<file path="src/rtl/adder_pkg.sv">
// Shared constants for axis_multi_adder: per-input mode encodings, settings
// register offsets, readback filler and the internal sum width.
package adder_pkg;

    typedef enum logic [1:0] {
        MODE_ADD      = 2'b00,
        MODE_SUB      = 2'b01,
        MODE_MUTE     = 2'b10,
        MODE_MUTE_ALT = 2'b11
    } mode_e;

    localparam logic [7:0]  REG_MODE   = 8'd0;
    localparam logic [7:0]  REG_SHIFT  = 8'd1;
    localparam logic [7:0]  REG_CLEAR  = 8'd2;
    localparam logic [63:0] RB_DEFAULT = 64'h0BADC0DE0BADC0DE;

    // Up to four full-scale inputs, each possibly negated, fit in three guard bits.
    localparam int GUARD_BITS = 3;

    function automatic int sum_width(input int samp_w);
        return samp_w + GUARD_BITS;
    endfunction

endpackage

</file>
<file path="src/rtl/axis_multi_adder_if.sv">
// Stream, settings and readback signals of axis_multi_adder; the slave modport
// is the adder side, the master modport is the upstream/downstream side.
interface axis_multi_adder_if #(
    parameter int NUM_IN = 2,
    parameter int SAMP_W = 16
);
    logic [NUM_IN*2*SAMP_W-1:0] s_tdata;
    logic [NUM_IN-1:0]          s_tlast;
    logic [NUM_IN-1:0]          s_tvalid;
    logic [NUM_IN-1:0]          s_tready;
    logic [2*SAMP_W-1:0]        m_tdata;
    logic                       m_tlast;
    logic                       m_tvalid;
    logic                       m_tready;
    logic                       set_stb;
    logic [7:0]                 set_addr;
    logic [31:0]                set_data;
    logic [7:0]                 rb_addr;
    logic [63:0]                rb_data;

    modport slave (
        input  s_tdata, s_tlast, s_tvalid, m_tready,
        input  set_stb, set_addr, set_data, rb_addr,
        output s_tready, m_tdata, m_tlast, m_tvalid, rb_data
    );

    modport master (
        output s_tdata, s_tlast, s_tvalid, m_tready,
        output set_stb, set_addr, set_data, rb_addr,
        input  s_tready, m_tdata, m_tlast, m_tvalid, rb_data
    );
endinterface

</file>
<file path="src/rtl/sat_round.sv">
// Rounds a wide signed sum half-up, shifts it right arithmetically and
// saturates the result to SAMP_W bits.
module sat_round #(
    parameter int SAMP_W = 16,
    parameter int SUM_W  = SAMP_W + 3
) (
    input  logic signed [SUM_W-1:0]  sum_i,
    input  logic [2:0]               shift_i,
    output logic signed [SAMP_W-1:0] res_o
);
    localparam int EXT_W = SUM_W + 1;
    localparam logic signed [EXT_W-1:0] MAX_V = {{(EXT_W-SAMP_W+1){1'b0}}, {(SAMP_W-1){1'b1}}};
    localparam logic signed [EXT_W-1:0] MIN_V = {{(EXT_W-SAMP_W+1){1'b1}}, {(SAMP_W-1){1'b0}}};

    logic signed [EXT_W-1:0] half_s;
    logic signed [EXT_W-1:0] rounded_s;
    logic signed [EXT_W-1:0] shifted_s;

    // The extra bit keeps the rounding offset from wrapping a full-scale sum.
    always_comb begin
        half_s    = '0;
        rounded_s = '0;
        shifted_s = '0;
        res_o     = '0;
        if (shift_i != 3'd0) begin
            half_s = EXT_W'(1'b1) << (shift_i - 3'd1);
        end else begin
            half_s = '0;
        end
        rounded_s = {sum_i[SUM_W-1], sum_i} + half_s;
        shifted_s = rounded_s >>> shift_i;
        if (shifted_s > MAX_V) begin
            res_o = MAX_V[SAMP_W-1:0];
        end else if (shifted_s < MIN_V) begin
            res_o = MIN_V[SAMP_W-1:0];
        end else begin
            res_o = shifted_s[SAMP_W-1:0];
        end
    end

endmodule

</file>
<file path="src/rtl/axis_multi_adder.sv">
// Joins NUM_IN complex streams, adds/subtracts/mutes each per a mode register,
// rounds, shifts and saturates into one registered output stream.
module axis_multi_adder
    import adder_pkg::*;
#(
    parameter int NUM_IN  = 2,
    parameter int SAMP_W  = 16,
    parameter int SR_BASE = 128
) (
    input  logic              ce_clk,
    input  logic              ce_rst_n,
    axis_multi_adder_if.slave axis
);
    localparam int SUM_W  = sum_width(SAMP_W);
    localparam int LANE_W = 2 * SAMP_W;
    localparam logic [7:0] ADDR_MODE  = 8'(SR_BASE) + REG_MODE;
    localparam logic [7:0] ADDR_SHIFT = 8'(SR_BASE) + REG_SHIFT;
    localparam logic [7:0] ADDR_CLEAR = 8'(SR_BASE) + REG_CLEAR;

    logic                     rst_done_q;
    logic                     fire_s;
    logic                     tlast_mismatch_s;
    logic                     clear_s;
    logic                     pkt_done_s;
    logic [31:0]              mode_q, mode_d;
    logic [2:0]               shift_q, shift_d;
    logic signed [SUM_W-1:0]  sum_i_s, sum_q_s, ext_i_s, ext_q_s;
    logic signed [SAMP_W-1:0] res_i_s, res_q_s;
    logic                     m_tvalid_q, m_tvalid_d;
    logic                     m_tlast_q, m_tlast_d;
    logic [LANE_W-1:0]        m_tdata_q, m_tdata_d;
    logic [31:0]              pkt_cnt_q, pkt_cnt_d;
    logic [31:0]              mism_cnt_q, mism_cnt_d;
    logic [63:0]              rb_data_q, rb_data_d;

    // rst_done_q holds off the join until the first edge after reset release.
    assign fire_s           = rst_done_q & (&axis.s_tvalid) & (~m_tvalid_q | axis.m_tready);
    assign tlast_mismatch_s = |(axis.s_tlast ^ {NUM_IN{axis.s_tlast[0]}});
    assign clear_s          = axis.set_stb & (axis.set_addr == ADDR_CLEAR);
    assign pkt_done_s       = m_tvalid_q & axis.m_tready & m_tlast_q;

    assign axis.s_tready = {NUM_IN{fire_s}};
    assign axis.m_tvalid = m_tvalid_q;
    assign axis.m_tlast  = m_tlast_q;
    assign axis.m_tdata  = m_tdata_q;
    assign axis.rb_data  = rb_data_q;

    always_comb begin
        sum_i_s = '0;
        sum_q_s = '0;
        ext_i_s = '0;
        ext_q_s = '0;
        for (int k = 0; k < NUM_IN; k++) begin
            ext_i_s = {{(SUM_W-SAMP_W){axis.s_tdata[k*LANE_W+LANE_W-1]}},
                       axis.s_tdata[k*LANE_W+SAMP_W +: SAMP_W]};
            ext_q_s = {{(SUM_W-SAMP_W){axis.s_tdata[k*LANE_W+SAMP_W-1]}},
                       axis.s_tdata[k*LANE_W +: SAMP_W]};
            case (mode_q[2*k +: 2])
                MODE_ADD: begin
                    sum_i_s = sum_i_s + ext_i_s;
                    sum_q_s = sum_q_s + ext_q_s;
                end
                MODE_SUB: begin
                    sum_i_s = sum_i_s - ext_i_s;
                    sum_q_s = sum_q_s - ext_q_s;
                end
                MODE_MUTE, MODE_MUTE_ALT: begin
                    sum_i_s = sum_i_s;
                    sum_q_s = sum_q_s;
                end
                default: begin
                    sum_i_s = sum_i_s;
                    sum_q_s = sum_q_s;
                end
            endcase
        end
    end

    sat_round #(.SAMP_W(SAMP_W), .SUM_W(SUM_W)) u_sat_i (
        .sum_i   (sum_i_s),
        .shift_i (shift_q),
        .res_o   (res_i_s)
    );

    sat_round #(.SAMP_W(SAMP_W), .SUM_W(SUM_W)) u_sat_q (
        .sum_i   (sum_q_s),
        .shift_i (shift_q),
        .res_o   (res_q_s)
    );

    always_comb begin
        m_tvalid_d = m_tvalid_q;
        m_tlast_d  = m_tlast_q;
        m_tdata_d  = m_tdata_q;
        if (fire_s) begin
            m_tvalid_d = 1'b1;
            m_tlast_d  = axis.s_tlast[0];
            m_tdata_d  = {res_i_s, res_q_s};
        end else if (axis.m_tready) begin
            m_tvalid_d = 1'b0;
        end else begin
            m_tvalid_d = m_tvalid_q;
        end
    end

    // Counter clear deliberately overrides any increment in the same cycle.
    always_comb begin
        mode_d     = (axis.set_stb && axis.set_addr == ADDR_MODE)  ? axis.set_data      : mode_q;
        shift_d    = (axis.set_stb && axis.set_addr == ADDR_SHIFT) ? axis.set_data[2:0] : shift_q;
        pkt_cnt_d  = pkt_cnt_q;
        mism_cnt_d = mism_cnt_q;
        if (clear_s) begin
            pkt_cnt_d  = 32'd0;
            mism_cnt_d = 32'd0;
        end else begin
            if (pkt_done_s) begin
                pkt_cnt_d = pkt_cnt_q + 32'd1;
            end else begin
                pkt_cnt_d = pkt_cnt_q;
            end
            if (fire_s && tlast_mismatch_s && (mism_cnt_q != 32'hFFFF_FFFF)) begin
                mism_cnt_d = mism_cnt_q + 32'd1;
            end else begin
                mism_cnt_d = mism_cnt_q;
            end
        end
    end

    always_comb begin
        case (axis.rb_addr)
            REG_MODE:  rb_data_d = {32'd0, mode_q};
            REG_SHIFT: rb_data_d = {61'd0, shift_q};
            REG_CLEAR: rb_data_d = {pkt_cnt_q, mism_cnt_q};
            default:   rb_data_d = RB_DEFAULT;
        endcase
    end

    always_ff @(posedge ce_clk or negedge ce_rst_n) begin
        if (!ce_rst_n) begin
            rst_done_q <= 1'b0;
            m_tvalid_q <= 1'b0;
            m_tlast_q  <= 1'b0;
            m_tdata_q  <= '0;
            mode_q     <= 32'd0;
            shift_q    <= 3'd0;
            pkt_cnt_q  <= 32'd0;
            mism_cnt_q <= 32'd0;
            rb_data_q  <= 64'd0;
        end else begin
            rst_done_q <= 1'b1;
            m_tvalid_q <= m_tvalid_d;
            m_tlast_q  <= m_tlast_d;
            m_tdata_q  <= m_tdata_d;
            mode_q     <= mode_d;
            shift_q    <= shift_d;
            pkt_cnt_q  <= pkt_cnt_d;
            mism_cnt_q <= mism_cnt_d;
            rb_data_q  <= rb_data_d;
        end
    end

endmodule

</file>
<file path="src/flat_wrapper.sv">
// flat-port wrapper written by rule: the top's interface ports become plain ports
module axis_multi_adder_flat import adder_pkg::*;
#(
    parameter int NUM_IN  = 2,
    parameter int SAMP_W  = 16,
    parameter int SR_BASE = 128
)
  (ce_clk, ce_rst_n, axis_s_tdata, axis_s_tlast, axis_s_tvalid, axis_m_tready, axis_set_stb, axis_set_addr, axis_set_data, axis_rb_addr, axis_s_tready, axis_m_tdata, axis_m_tlast, axis_m_tvalid, axis_rb_data);
  axis_multi_adder_if #(.NUM_IN(NUM_IN), .SAMP_W(SAMP_W)) axis_i ();
  input  logic ce_clk;
  input  logic ce_rst_n;
  input wire logic [$bits(axis_i.s_tdata)-1:0] axis_s_tdata;
  input wire logic [$bits(axis_i.s_tlast)-1:0] axis_s_tlast;
  input wire logic [$bits(axis_i.s_tvalid)-1:0] axis_s_tvalid;
  input wire logic [$bits(axis_i.m_tready)-1:0] axis_m_tready;
  input wire logic [$bits(axis_i.set_stb)-1:0] axis_set_stb;
  input wire logic [$bits(axis_i.set_addr)-1:0] axis_set_addr;
  input wire logic [$bits(axis_i.set_data)-1:0] axis_set_data;
  input wire logic [$bits(axis_i.rb_addr)-1:0] axis_rb_addr;
  output wire logic [$bits(axis_i.s_tready)-1:0] axis_s_tready;
  output wire logic [$bits(axis_i.m_tdata)-1:0] axis_m_tdata;
  output wire logic [$bits(axis_i.m_tlast)-1:0] axis_m_tlast;
  output wire logic [$bits(axis_i.m_tvalid)-1:0] axis_m_tvalid;
  output wire logic [$bits(axis_i.rb_data)-1:0] axis_rb_data;
  assign axis_i.s_tdata = axis_s_tdata;
  assign axis_i.s_tlast = axis_s_tlast;
  assign axis_i.s_tvalid = axis_s_tvalid;
  assign axis_i.m_tready = axis_m_tready;
  assign axis_i.set_stb = axis_set_stb;
  assign axis_i.set_addr = axis_set_addr;
  assign axis_i.set_data = axis_set_data;
  assign axis_i.rb_addr = axis_rb_addr;
  assign axis_s_tready = axis_i.s_tready;
  assign axis_m_tdata = axis_i.m_tdata;
  assign axis_m_tlast = axis_i.m_tlast;
  assign axis_m_tvalid = axis_i.m_tvalid;
  assign axis_rb_data = axis_i.rb_data;
  axis_multi_adder #(.NUM_IN(NUM_IN), .SAMP_W(SAMP_W), .SR_BASE(SR_BASE)) u_core (.ce_clk(ce_clk), .ce_rst_n(ce_rst_n), .axis(axis_i));
endmodule
</file>
<file path="config.mk">
export PLATFORM = sky130hd
export DESIGN_NAME = axis_multi_adder_flat
export DESIGN_NICKNAME = d
export VERILOG_FILES = /design/src/rtl/adder_pkg.sv /design/src/rtl/axis_multi_adder_if.sv /design/src/rtl/sat_round.sv /design/src/rtl/axis_multi_adder.sv /design/src/flat_wrapper.sv
export SDC_FILE = /design/constraint.sdc
export NUM_CORES = 1
export LEC_CHECK = 0
export ABC_AREA = 1
export CAP_MARGIN = 0
export CORE_MARGIN = 2
export CORE_UTILIZATION = 40
export CTS_CLUSTER_SIZE = 40
export DETAILED_ROUTE_END_ITERATION = 10
export PLACE_DENSITY = 0.7
export SYNTH_ARGS = -nofsm -noshare
export SYNTH_HDL_FRONTEND = slang
export SYNTH_SLANG_ARGS = --single-unit
</file>
<file path="constraint.sdc">
create_clock -name ce_clk -period 6 [get_ports ce_clk]
set_input_delay 1.2 -clock ce_clk [delete_from_list [all_inputs] [get_ports ce_clk]]
set_output_delay 1.2 -clock ce_clk [all_outputs]
set_load 0.01 [all_outputs]
</file>
; ---- Word level (Yosys, flattened, before mapping)
; Cells that the tools add are included.
[totals]
mem_bits_rw = 0
mem_bits_ro = 0
out_inout_bits = 100
inputBits = 120
wordCells = 78
mem_count = 0
ff_bits = 198
latch_bits = 0
[op_classes]
bitwise_logic = 8
n_mul = 0
magnitude_cmp = 4
n_shift = 3
addsub = 11
div_mod_pow = 0
n_reduce_logical = 15
n_eq_ne = 12
muxes = 16
[op_table]
columns = cell, n
row1 = 19-bit case mux with 3 select lines, 4
row2 = 64-bit case mux with 3 select lines, 1
row3 = 32-bit two-way mux, 4
row4 = "32-bit by 1-bit adder with 32-bit output, second input constant", 2
row5 = 16-bit two-way mux, 4
row6 = 20-bit adder, 2
row7 = "20-bit by 16-bit greater-than comparator with 1-bit output, second input constant", 2
row8 = "20-bit by 16-bit less-than comparator with 1-bit output, second input constant", 2
row9 = 20-bit by 3-bit >>> shifter with 20-bit output, 2
row10 = 19-bit by 16-bit adder with 19-bit output, 2
row11 = 19-bit by 16-bit subtractor with 19-bit output, 2
row12 = "1-bit by 16-bit subtractor with 17-bit output, first input constant", 2
row13 = "32-bit inequality test, second input constant", 1
row14 = "8-bit == test, second input constant", 3
row15 = 20-bit two-way mux, 1
row16 = "1-bit by 3-bit left shift with 20-bit output, first input constant", 1
row17 = "2-bit == test, second input constant", 4
row18 = "8-bit by 1-bit == test with 1-bit output, second input constant", 1
row19 = "8-bit by 2-bit == test with 1-bit output, second input constant", 1
row20 = 8-bit zero test, 1
row21 = 2-bit nonzero test, 3
row22 = 2-bit OR reduction, 3
row23 = 1-bit bitwise AND, 5
row24 = "2-bit by 1-bit == test with 1-bit output, second input constant", 2
row25 = 9 further kinds, 14

; ---- Longest topological paths before layout
[logic_depth]
depth_word = 10
depth_mapped = 41

; ---- Modules after synthesis
; From an unflattened synthesis, not the netlist that was laid out.
[hier_totals]
hier_cells = 2529
hier_area_um2 = 16642.2
[by_module_without_submodules]
columns = module, area_each_um2, cells_each, n_inst
row1 = axis_multi_adder, 13193.9, 1839, 1
row2 = sat_round, 1724.2, 345, 2

; ---- Worst setup path after synthesis
; No wires, ideal clock.
[synth_timing]
kind = input to register
from = in axis_s_tdata[32]
to = reg u_core.m_tdata_q[10] (netlist: u_core.axis.m_tdata[10])
required_ns = 5.883
path_stages = 32
setup_time_ns = 0.117
t_arrival_ns = 5.581
setup_slack_ns = 0.302
path_cell_list = inv_1 -> ha_1 -> or2_2 -> o21ai_0 -> inv_1 -> fa_1 -> o21bai_1 -> a21oi_1 -> nor2_1 -> nand3_1 -> nand2_1 -> xor2_1 -> a21oi_1 -> ha_1 -> inv_1 -> o311ai_0 -> nand2_1 -> nand2_1 -> nand3_1 -> nor2_1 -> nand3_2 -> nor2_4 -> nand3b_2 -> nand2_2 -> nand2_2 -> nand3_2 -> nand2_1 -> o21ai_4 -> buf_4 -> nand2_1 -> nand2_1 -> nand2_1
[synth_between]
elab_chain_cells = 7
word_cells_on_any_way = 9
classes_between = add/sub (3) / order compare (2) / shift (1) / mux (3)
[synth_rtl]
columns = element, line_no
row1 = start: declaration, flat_wrapper.sv:12  ; input wire logic [$bits(axis_i.s_tdata)-1:0] axis_s_tdata;
row2 = 19-bit by 16-bit subtractor with 19-bit output or 19-bit by 16-bit adder with 19-bit output (tied branches), "axis_multi_adder.sv:65, axis_multi_adder.sv:61"
row3 = 19-bit case mux with 3 select lines *, axis_multi_adder.sv:58  ; case (mode_q[2*k +: 2])
row4 = 20-bit adder *, sat_round.sv:30  ; rounded_s = {sum_i[SUM_W-1], sum_i} + half_s;
row5 = 20-bit by 3-bit >>> shifter with 20-bit output *, sat_round.sv:31  ; shifted_s = rounded_s >>> shift_i;
row6 = 20-bit by 16-bit less-than comparator with 1-bit output, sat_round.sv:34  ; end else if (shifted_s < MIN_V) begin
row7 = 16-bit two-way mux, sat_round.sv:34
row8 = 16-bit two-way mux *, sat_round.sv:32  ; if (shifted_s > MAX_V) begin
row9 = end signal: assignment, axis_multi_adder.sv:153  ; m_tdata_q <= m_tdata_d;
row10 = end: declaration, axis_multi_adder.sv:31  ; logic [LANE_W-1:0] m_tdata_q, m_tdata_d;
; Every way passes the cells marked *; elsewhere a longest branch is shown, timed or not.
; A chain may end at the register's enable or synchronous reset.

; ---- Final worst setup path
; Ends and elaborated chain as after synthesis.

==> impl_metrics.env <==
export IMPL_status="complete, no violations"
export IMPL_slew_viol_final=0
export IMPL_ctsRootBufferMaster="clkbuf_16"
export IMPL_hold_viol=0
export IMPL_die_h_microns=199
export IMPL_cts_tree="done"
export IMPL_via_count=15400
export IMPL_p_per_area_nw_per_um2=214
export IMPL_track_usage=0.224
export IMPL_synth_seq_area_share=0.326
export IMPL_leakage_nw=9.65
export IMPL_area_delta_synth_final_pct=30.9
export IMPL_internal_power_mw=2.85
export IMPL_multi_input_area_sq_um=9360
export IMPL_htreeDepth=4
export IMPL_die_x_microns=199
export IMPL_core_area_sq_um=37500
export IMPL_yosysUniqueCellTypes=68
export IMPL_swShare=0.333
export IMPL_first_pass_iters=6
export IMPL_worstSetupEndpointType="flip-flop"
export IMPL_ios=220
export IMPL_synth_fp_nets=2340
export IMPL_relSlewSlack=0.250
export IMPL_layout_commonest_cell="nand2_1"
export IMPL_power_frac_clock=0.299
export IMPL_synth_avg_cell_area_sq_um=7.05
export IMPL_drt_wl_total_mm=44.9
export IMPL_worstMarginPinSlew_ns=1.12
export IMPL_vdd_drop_max_v=0.000205
export IMPL_crit_arrival_ns=5.98
export IMPL_critPathMaxStageDelay_ns=0.39
export IMPL_final_cell_mix="nand2_1, inv_1, clkdlybuf4s50_1"
export IMPL_ant_nets=0
export IMPL_cpMostUsedCell="nand2_1"
export IMPL_rows=71
export IMPL_fill_cells=3568
export IMPL_post_dp_hpwl_mm=34.4
export IMPL_reg2reg_slack_ns=0.52
export IMPL_syn_area_sq_um=15200
export IMPL_hold_class="reg -> reg"
export IMPL_vias_per_cell=5.16
export IMPL_final_layout_size_suffix_gt1_frac=0.162
export IMPL_ys_seq_elements=198
export IMPL_cap_violations=0
export IMPL_grt_start_max_net_pins=77
export IMPL_fmax_mhz=177
export IMPL_antenna_found_initial=0
export IMPL_crit_required_ns=6.33
export IMPL_portBuffers=219
export IMPL_clockBufferDepth=2
export IMPL_synth_flop_cell="dfrtp_1"
export IMPL_pre_cts_slack_ns=-0.594
export IMPL_drtIter0Drc=907
export IMPL_place_congestion=0.924
export IMPL_stdcell_area_sq_um=19900
export IMPL_antenna_cells=0
export IMPL_skew_ns=0.0111
export IMPL_p_switching_mw=1.42
export IMPL_start_util=0.405
export IMPL_worstPathMaxFanout=7
export IMPL_nNetsFinal=2649
export IMPL_synth_edf_count=0
export IMPL_critical_path_class="in -> reg"
export IMPL_critPathSlowestCell="fa_2"
export IMPL_post_drt_wl_per_cell_microns=15.0
export IMPL_setup_violations=0
export IMPL_seqPwrFrac=0.360
export IMPL_dieArea_sq_um=39500
export IMPL_drc_errors=0
export IMPL_grt_pass1_vias=14800
export IMPL_synthCells=2156
export IMPL_total_power_mw=4.26
export IMPL_numCtsBuffers=17
export IMPL_overflow=0
export IMPL_register_area_sq_um=4950
export IMPL_async_reset_ff_frac=1.00
export IMPL_yosysWarnings=0
export IMPL_fin_crit_sh=0.942
export IMPL_path_clk_slew_ns=0.07
export IMPL_clock_sinks=198
export IMPL_startpoint_type="input port"
export IMPL_combPwrFrac=0.341
export IMPL_grt_pass1_wl_mm=71.8
export IMPL_min_period_ns=5.65
export IMPL_placed_cell_area_sq_um=18600
export IMPL_clkLatencyLatePin_ns=0.44
export IMPL_worst_slack_ns=0.347
-- final timing paths --
| kind | start | to | depth (start not counted) |
|---|---|---|---|
| setup / recovery | axis_s_tdata[32] | u_core.axis.m_tdata[10] | 35 |
| hold / removal | u_core.mode_q[5] | u_core.axis.rb_data[5] | 2 |
| setup reg to reg | u_core.mode_q[2] | u_core.axis.m_tdata[27] | 35 |
| hold reg to reg | u_core.mode_q[5] | u_core.axis.rb_data[5] | 2 |
| max in group asynchronous | ce_rst_n | u_core.axis.m_tdata[1] | 2 |
| min in group asynchronous | ce_rst_n | u_core.axis.rb_data[43] | 1 |
-- logic make-up after synthesis --
kind of cell	Yosys count	synth area share
AND/OR/NAND/NOR	1057	0.314
adder cells (fa/ha/maj)	64	0.0547
buffers and inverters	323	0.0864
other	1	0.000247
flip-flops	198	0.326
AO/OA/AOI/OAI	411	0.153
XOR/XNOR	60	0.0351
multiplexers	42	0.0300
-- layer usage --
layer  part of all wire  vias up  GRT usage
li1                   -     7729          -
met1               0.45     7286      0.297
met2               0.49      351      0.388
met3              0.043       48     0.0320
met4              0.014        0     0.0478
met5                  0        -          0
-- worst max-delay path: cells and delay by family --
family | cells | cell delay, ns
adders and majority gates | 3 | 1.00
buffers and inverters | 5 | 0.45
xor gates and xnor gates | 1 | 0.14
and+or+nand+nor | 19 | 2.35
AOI/OAI and AO/OA | 7 | 0.83
-- cells in the mapped netlist (14+ instances only) --
cell	count	area [sq um]
nor2_1	203	762
nand4_1	14	87.6
nand2_1	510	1910
mux2i_1	14	140
or2_2	17	106
a31oi_1	17	106
inv_1	237	890
mux2_2	28	315
nand3_1	161	806
nor3_1	45	225
a21oi_1	151	756
nand2_2	31	194
buf_4	14	105
o21ai_0	169	846
dfrtp_1	198	4950
clkbuf_1	40	150
ha_1	60	751
xor2_1	46	403
a21oi_2	15	131
-- metrics by stage --
step / hold slack (ns) / utilization / TNS [ns] / std cells
4_1_cts: 0.490 / 0.516 / 0 / 2973
5_1_grt: 0.517 / 0.530 / -0.218 / 2987
3_3_place_gp: 0.463 / 0.497 / -10.85 / 2943
6_report: 0.481 / 0.530 / 0 / 2987
2_1_floorplan: 0.448 / - / 0 / 2156
3_5_place_dp: 0.470 / 0.497 / -16.81 / 2943
-- final cells by class --
type	instances	area share
inverter	253	0.0479
multi-input combinational	1637	0.471
clock inverter	10	0.00975
tap	511	0.0322
timing repair buffer	358	0.167
clock buffer	20	0.0235
sequential	198	0.249
-- registers in the layout, summed over array words and instances (netlist names), 3 cells and up --
| name | cells |
|---|---|
| u_core.mism_cnt_q | 32 |
| u_core.shift_q | 3 |
| u_core.mode_q | 32 |
| u_core.axis.m_tdata | 32 |
| u_core.axis.rb_data | 64 |
| u_core.pkt_cnt_q | 32 |
-- repair_timing --
item | in CTS | in global routing
cloned | 0 | 4
hold buffers | 0 | 0
gates resized for setup | 10 | 96
endpoints found under the setup margin | 30 | 30
setup buffers | 0 | 10
pin swaps | 3 | 56
-- power groups by stage --
| stage | sequential, mW | combinational, mW | clock (mW) |
|---|---|---|---|
| after floorplan | 1.57 | 0.822 | 0 |
| after global placement | 1.56 | 1.35 | 0 |
| after detailed placement | 1.56 | 1.37 | 0 |
| after CTS | 1.54 | 1.38 | 1.30 |
| after global routing | 1.55 | 1.63 | 1.35 |
| final | 1.54 | 1.45 | 1.27 |
Power figures use the tool's default switching activity.
==> edit: new RTL, same flow settings <==
`NUM_IN` is set to 2 in 3 places; all go to 1.
--- a/src/rtl/axis_multi_adder_if.sv
+++ b/src/rtl/axis_multi_adder_if.sv
@@ -1,7 +1,7 @@
 // Stream, settings and readback signals of axis_multi_adder; the slave modport
 // is the adder side, the master modport is the upstream/downstream side.
 interface axis_multi_adder_if #(
-    parameter int NUM_IN = 2,
+    parameter int NUM_IN = 1,
     parameter int SAMP_W = 16
 );
     logic [NUM_IN*2*SAMP_W-1:0] s_tdata;
--- a/src/rtl/axis_multi_adder.sv
+++ b/src/rtl/axis_multi_adder.sv
@@ -3,7 +3,7 @@
 module axis_multi_adder
     import adder_pkg::*;
 #(
-    parameter int NUM_IN  = 2,
+    parameter int NUM_IN  = 1,
     parameter int SAMP_W  = 16,
     parameter int SR_BASE = 128
 ) (
--- a/src/flat_wrapper.sv
+++ b/src/flat_wrapper.sv
@@ -1,7 +1,7 @@
 // flat-port wrapper written by rule: the top's interface ports become plain ports
 module axis_multi_adder_flat import adder_pkg::*;
 #(
-    parameter int NUM_IN  = 2,
+    parameter int NUM_IN  = 1,
     parameter int SAMP_W  = 16,
     parameter int SR_BASE = 128
 )
Interface: changed (resized axis_s_tdata, axis_s_tlast, axis_s_tready and axis_s_tvalid); port bits go from 220 to 185. No check against the original RTL was run, so the function may have changed too.
==> edit against the original RTL <==
Synthesized area fell by 32%. Final area fell by 35%. Utilization fell by 1.5 points. Wire length fell by 41%. Total power fell by 26%. Sequential cell count fell by 32. Critical path depth fell by 13. Worst hold slack got worse by 0.014 ns. Worst setup slack improved by 1.3 ns. Fmax rose by 29%. Sequential power fell by 19%. Cell count fell by 37%.
==> edit: results (changes against the original RTL) <==
- Status: complete, no violations (unchanged)
- Routed WL: 26.5 mm (was 44.9 mm)
- Clock buffer count from CTS: 17 (unchanged)
- Crit-path max FO: 14 (was 7)
- Wire length on met3: 1.44 mm (was 1.93 mm)
- Met1 wire length: 12.7 mm (was 20.4 mm)
- Resized Gates After CTS: 0 (was 10)
- RR Startpoint: u_core.mode_q[1] (was u_core.mode_q[2])
- Placed cells: 1843 (was 2943)
- Post-synth ARST share: 100% (unchanged)
- Post-Place Cell Area: 12400 sq um (was 18600 sq um)
- Pre-CTS setup slack: 1.19 ns (was -0.594 ns)
- Final clock skew: 0.0143 ns (was 0.0111 ns)
- Worst Path Arrival: 4.65 ns (was 5.98 ns)
- H-tree levels: 4 (unchanged)
- Worst-margin pin slew: 1.08 ns (was 1.12 ns)
- Top post-synthesis cells by area: dfrtp_1, nand2_1, nand3_1 (was dfrtp_1, nand2_1, inv_1)
- Sequential fraction of the synthesis area: 40.5% (was 32.6%)
- Worst r2r path cells: 20 (was 35)
- Cell variety after synth: 56 (was 68)
- Routed len/inst: 14.2 microns (was 15.0 microns)
- Share of layout cells above drive strength 1: 11.7% (was 16.2%)
- Crit path max-delay cell type: a21oi_4 (was fa_2)
- Total global-route track usage: 20.4% (was 22.4%)
- Iteration-0 DRC Markers: 706 (was 907)
- Worst hold endpoint: u_core.axis.rb_data[16] (was u_core.axis.rb_data[5])
- IO buf count: 184 (was 219)
- Min-Delay Startpoint: u_core.mode_q[16] (was u_core.mode_q[5])
- Worst VDD drop: 169 uV (was 205 uV)
- CTS max path bufs: 2 (unchanged)
- Vias: 9406 (was 15414)
- Post-CTS Setup Inserts: 0 (unchanged)
- Slowest stage delay, CP: 0.47 ns (was 0.39 ns)
- Nets@finish: 1637 (was 2649)
- First-pass GRT wire length: 44.8 mm (was 71.8 mm)
- Routed wl met2: 12.0 mm (was 21.9 mm)
- Final worst setup slack: 1.63 ns (was 0.347 ns)
- Largest net degree at the start of global routing: 63 (was 77)
- Antenna diodes: 0 (unchanged)
- Pleak: 6.06 nW (was 9.65 nW)
- Crit path capture: u_core.axis.m_tdata[20] (was u_core.axis.m_tdata[10])
- YS warnings: 0 (unchanged)
- Vias in the first global route: 9122 (was 14800)
- Initial Utilization: 40.8% (was 40.5%)
- Synth Instances: 1367 (was 2156)
- Reg2reg setup slack: 1.86 ns (was 0.52 ns)
- Post-DP HPWL: 19.9 mm (was 34.4 mm)
- Routability cong.: 0.864 (was 0.924)
- CP startpoint: axis_s_tdata[16] (was axis_s_tdata[32])
- Fill count: 2413 (was 3568)
- CTS root buf: clkbuf_16 (unchanged)
- Most frequent cells after synthesis: nand2_1, dfrtp_1, nor2_1 (was nand2_1, inv_1, nor2_1)
-- edit: cell types whose count changed in the layout (fill, tap and decap cells not counted), sizes merged, moves of 17 or more --
cell,delta
a21oi,-83
buf,-123
clkdlybuf4s50,-26
dfrtp,-32
ha,-43
inv,-99
nand2,-214
nor2,-39
nor3,-17
o21ai,-99
xor2,-28
-- edit: cells by family (layout without fill, tap and decap cells) --
kind of cell	Yosys count	count (layout)	synth area share (%)
simple gates	750	750	33.9
buf+inv	200	376	8.14
compound gates	191	191	11.3
flops	166	166	40.5
xor+xnor	23	23	1.96
fa+ha+maj	19	19	2.46
mux	16	16	1.73
other cells	2	3	0.0731
-- edit: per-stage QoR --
stage | total power [mW] | hold slack, ns
2_1_floorplan | 1.74 | 0.445
3_3_place_gp | 2.02 | 0.449
3_5_place_dp | 2.03 | 0.458
4_1_cts | 3.20 | 0.470
5_1_grt | 3.36 | 0.497
6_report | 3.17 | 0.467
-- edit: critical path, delay by kind of cell --
family,cells,cell delay [ns]
AO/OA/AOI/OAI,7,1.39
adder cells (fa/ha/maj),2,0.56
buffers and inverters,2,0.52
AND/OR/NAND/NOR,11,0.96
-- edit: power breakdown --
group,internal (mW),switching [mW]
logic,0.317,0.447
clock network,0.670,0.485
registers,1.20,0.0521
-- edit: layout make-up --
type | count | area (sq um) | area share (%)
flip-flops and latches | 166 | 4150 | 32.0
inverters | 148 | 561 | 4.32
multi-input cells | 1002 | 5290 | 40.8
clock buffers | 18 | 429 | 3.31
clock inverters | 13 | 185 | 1.43
repair buffers | 197 | 1940 | 15.0
well taps | 330 | 413 | 3.18
-- edit: per-layer routing --
metal | vias up | GRT usage [%]
li1 | 4784 | -
met4 | 0 | 4.70
met3 | 31 | 3.94
met2 | 227 | 31.3
met1 | 4364 | 29.6
met5 | - | 0
